===== config.mk =====
export PLATFORM = sky130hd
export DESIGN_NAME = univ_counter
export DESIGN_NICKNAME = d
export VERILOG_FILES = /design/src/rtl/univ_counter.sv
export SDC_FILE = /design/constraint.sdc
export NUM_CORES = 1
export LEC_CHECK = 0
export ABC_AREA = 1
export CORE_AREA = 2 2 39 41
export CTS_CLUSTER_DIAMETER = 80
export DETAILED_ROUTE_END_ITERATION = 6
export DIE_AREA = 0 0 41 43
export GPL_TIMING_DRIVEN = 0
export PLACE_DENSITY_LB_ADDON = 0.05
export RECOVER_POWER = 100
export SETUP_SLACK_MARGIN = 0.5
export SLEW_MARGIN = 25
export SYNTH_ARGS = -nofsm -noshare
export SYNTH_HDL_FRONTEND = slang
export SYNTH_SLANG_ARGS = --single-unit

===== constraint.sdc =====
create_clock -name clk -period 1.33 [get_ports clk]
set_input_delay 0.266 -clock clk [delete_from_list [all_inputs] [get_ports clk]]
set_output_delay 0.266 -clock clk [all_outputs]
set_load 0.005 [all_outputs]

===== src/rtl/univ_counter.sv =====
// n-bit universal counter: synchronous load, count up or count down every cycle.
// Priority is rst > ld > up/down, and z comes straight from the state register.
module univ_counter #(
  parameter int n = 4
) (
  input  logic         clk,
  input  logic         rst,
  input  logic [n-1:0] d_in,
  input  logic         ld,
  input  logic         up,
  output logic [n-1:0] z
);

  logic [n-1:0] z_q;
  logic [n-1:0] z_d;

  // Add and subtract are both n bits wide, so wrap-around needs no extra logic.
  always_comb begin
    z_d = z_q;
    if (ld)
      z_d = d_in;
    else if (up)
      z_d = z_q + {{(n-1){1'b0}}, 1'b1};
    else
      z_d = z_q - {{(n-1){1'b0}}, 1'b1};
  end

  always_ff @(posedge clk) begin
    if (rst)
      z_q <= '0;
    else
      z_q <= z_d;
  end

  assign z = z_q;

endmodule


# After elaboration in Yosys (flattened, before gate mapping)
# Cells that the tools add are included.
word_totals:
  reg_bits: 4
  in_bits: 8
  out_inout_bits: 4
  wordCells: 5
classes:
  add_sub_neg: 2
  muxes: 2
ops:
  columns: ["operator", "n"]
  rows:
  - ["4-bit 2-to-1 mux", 2]
  - ["4-bit by 1-bit adder with 4-bit output (second input constant)", 1]
  - ["4-bit by 1-bit subtractor with 4-bit output (second input constant)", 1]

# Depth between registers and ports, before layout
logic_depth:
  word_depth: 3
  mapped_depth: 8
  ltp_nobuf: 8

# Worst setup path before layout
# Ideal clock, no wire load.
synth_timing:
  path_type: "register to register"
  start: "register z_q[0] (netlist: z[0])"
  end: "register z_q[2] (netlist: z[2])"
  setup_ps: 113
  arrival_ps: 1047
  t_required_ps: 1217
  setup_slack_ps: 170
  path_stages_with_launch: 5
  synth_period_minus_slack_ps: 1160
  path_cell_list: "dfxtp_1 -> fa_1 -> xor2_1 -> o21ai_1 -> inv_1"
synth_via:
  elab_chain_cells: 3
  elab_cells_between_ends: 4
  classes_between: "2 x add/sub; 2 x mux"
synth_lines:
  columns: ["element", "line_no", "text"]
  rows:
  - ["start, declared", "14", "logic [n-1:0] z_q;"]
  - ["start signal, assigned", "32", "z_q <= z_d;"]
  - ["4-bit by 1-bit subtractor with 4-bit output or 4-bit by 1-bit adder with 4-bit output (tied branches)", "25, 23", null]
  - ["4-bit 2-to-1 mux (*)", "22", "else if (up)"]
  - ["4-bit 2-to-1 mux (*)", "20", "if (ld)"]
# Every way passes the cells marked *; elsewhere a longest branch is shown, timed or not.
# A chain may end at the register's enable or synchronous reset.

# Worst setup path after layout
layout_timing:
  start: "register z_q[1] (netlist: z[1])"
  end: "output port z[1]"
layout_lines:
  columns: ["element", "line_no", "text"]
  rows:
  - ["end, declared", "11", "output logic [n-1:0] z"]
# No word-level cell between the ends.

==> flow_metrics.env <==
export IMPL_grt_usage_pct=7.94
export IMPL_drc=0
export IMPL_pwr_share_seq_pct=35.1
export IMPL_hold_class="input port to flop"
export IMPL_hold_viol=0
export IMPL_crit_path_cell_trace="dlygate4sd2_1"
export IMPL_outcome="finished clean"
export IMPL_dpl_hpwl_um=404
export IMPL_first_pass_iters=4
export IMPL_yosysTopAreaCellShare_pct=32.5
export IMPL_crit_required_ns=1.06
export IMPL_ys_seq_area_share_pct=32.5
export IMPL_cts_sinks=4
export IMPL_r2r_slack_ns=0.19
export IMPL_syn_area_sq_um=246
export IMPL_drv_cap=0
export IMPL_whs_path_depth=3
export IMPL_initial_utilization_pct=17.8
export IMPL_rr_worst_depth=3
export IMPL_nNetsFinal=62
export IMPL_critPathSlowestCell="dfxtp_1"
export IMPL_worst_ir_drop_vdd_mv=0.322
export IMPL_synthFlopType="dfxtp_1"
export IMPL_r2r_end="z[1]"
export IMPL_clk_pin_slew_ns=0.04
export IMPL_ios=12
export IMPL_synth_net_count=45
export IMPL_final_area_sq_um=414
export IMPL_min_to="z[2]"
export IMPL_period_share_pct=85.3
export IMPL_critPathBufInv=1
export IMPL_grt_pass1_wl_um=890
export IMPL_synth_edf_count=0
export IMPL_hp_start="ld"
export IMPL_grt_setup_unrepaired="yes"
export IMPL_ys_ff_latch=4
export IMPL_syn2layout_area_growth_pct=68.0
export IMPL_p_leak_uw=0.000207
export IMPL_synth_top_area_cell="dfxtp_1"
export IMPL_clockBufferDepth=2
export IMPL_path_max_fanout=3
export IMPL_synthArstFlopShare_pct=0
export IMPL_drive_gt1_share_pct=26.5
export IMPL_synth_most_common_cell="nand2_1"
export IMPL_crit_type="flop to primary output"
export IMPL_drt_iter0_drc=8
export IMPL_fmax_ghz=0.881
export IMPL_die_area_sq_um=1760
export IMPL_placed_cell_area_sq_um=398
export IMPL_die_y_um=43
export IMPL_power_switching_uw=112
export IMPL_num_antenna_cells=0
export IMPL_synth_cells=34
export IMPL_yosys_warnings=0
export IMPL_grt_max_degree=7
export IMPL_cts_buffers=3
export IMPL_grt_pass1_vias=224
export IMPL_postSynthAreaPerCell_sq_um=7.25
export IMPL_wirelength_um=527
export IMPL_critical_path_top_delay_family="flip-flops"
export IMPL_vias_per_cell=4.05
export IMPL_cts_root_buffer="clkbuf_4"
export IMPL_synthTopCellsByCount="nand2_1, nor2_1, dfxtp_1, inv_1, nand3_1"
export IMPL_largest_reg_flops=4
export IMPL_cp_arrival_ns=0.87
export IMPL_swShare_pct=27.4
export IMPL_core_area_sq_um=1380
export IMPL_antenna_left=0
export IMPL_end_kind="primary output"
export IMPL_drv_slew=0
export IMPL_vias=263
export IMPL_total_power_uw=409
export IMPL_cp_start_kind="flop"
export IMPL_die_w_um=41
export IMPL_antenna_found_initial=0
export IMPL_grt_overflow_total=0
export IMPL_place_gp_congestion=0.699
export IMPL_insertion_delay_ns=0.24
export IMPL_setup_violations_final=0
export IMPL_synthTopCellsByArea="dfxtp_1, nand2_1, ha_1"
export IMPL_h_tree_depth=1
export IMPL_worst_pin_slew_ns=0.199
export IMPL_slowest_delay_ns=0.38
export IMPL_combinationalPowerShare_pct=27.5
export IMPL_synth_cell_type_count=13
export IMPL_p_per_area_nw_per_um2=988
export IMPL_period_needed_ns=1.14
export IMPL_clkPwrFrac_pct=37.4
export IMPL_portBuffers=11
export IMPL_cts_tree="yes"
export IMPL_slew_headroom_pct=86.7
export IMPL_holdWs_ns=0.424
export IMPL_clock_skew_ns=0.00461
export IMPL_intPower_uw=297
export IMPL_r2r_start="z[0]"
export IMPL_rows=14
export IMPL_wl_per_cell_um=8.11
through the flow:
stage | instances | setup WS (ns) | util (%) | TNS, ns
3_3_place_gp | 61 | -0.333 | 28.8 | -0.961
5_1_grt | 65 | 0.113 | 29.9 | 0
6_report | 65 | 0.195 | 29.9 | 0
3_5_place_dp | 61 | -0.335 | 28.8 | -0.958
4_1_cts | 65 | 0.228 | 29.8 | 0
2_1_floorplan | 34 | 0.268 | - | 0
what timing repair did:
item	4_1_cts	5_1_grt
hold buffers	0	0
cloned	0	0
endpoints found under the hold margin	0	0
setup buffers	1	0
gates resized for setup	17	2
pin swaps	0	0
setup endpoints to repair	8	8
area by class of cell:
| cell class | count | area [sq um] |
|---|---|---|
| Tap cell | 16 | 20.0 |
| Multi-Input combinational cell | 24 | 159 |
| Sequential cell | 4 | 80.1 |
| Clock buffer | 3 | 22.5 |
| Timing Repair Buffer | 12 | 108 |
| Inverter | 6 | 25.0 |
| Fill cell | 154 | 970 |
power by group through the flow:
stage,Sequential [uW],Clock [uW],Combinational [uW]
2_1_floorplan,148,0,61.5
3_3_place_gp,147,0,119
3_5_place_dp,148,0,118
4_1_cts,146,157,113
5_1_grt,146,166,129
6_report,144,153,113
routing by layer:
metal / routed length, um / global-route usage [%]
met1: 247 / 10.0
met2: 221 / 9.06
met3: 58 / 5.24
met4: 0 / 6.00
met5: 0 / 0
worst max path at each step:
| stage | cells past startpoint | endpoint | startpoint |
|---|---|---|---|
| after floorplan | 4 | z[2] | z[1] |
| after global placement | 6 | z[2] | up |
| after detailed placement | 6 | z[2] | up |
| after CTS | 4 | z[2] | z[1] |
| after global routing | 4 | z[2] | z[1] |
| final | 1 | z[1] | z[1] |
kinds of logic after synthesis:
family	Yosys count	synth area share (%)
simple gates	16	25.9
buf+inv	6	9.14
compound gates	4	10.7
flops	4	32.5
fa+ha+maj	3	18.3
xor+xnor	1	3.55
cell usage in the layout (no fill, tap or decap), types with 2 or more instances in the layout:
cell             netlist  layout
inv_1                  4       4
dlygate4sd2_1          0       2
nand2_1                8       8
buf_2                  0       2
nand3_1                3       3
dfxtp_1                4       4
clkbuf_4               0       3
nor2_1                 5       5
clkdlybuf4s50_1        0       4
Power figures use the tool's default switching activity.
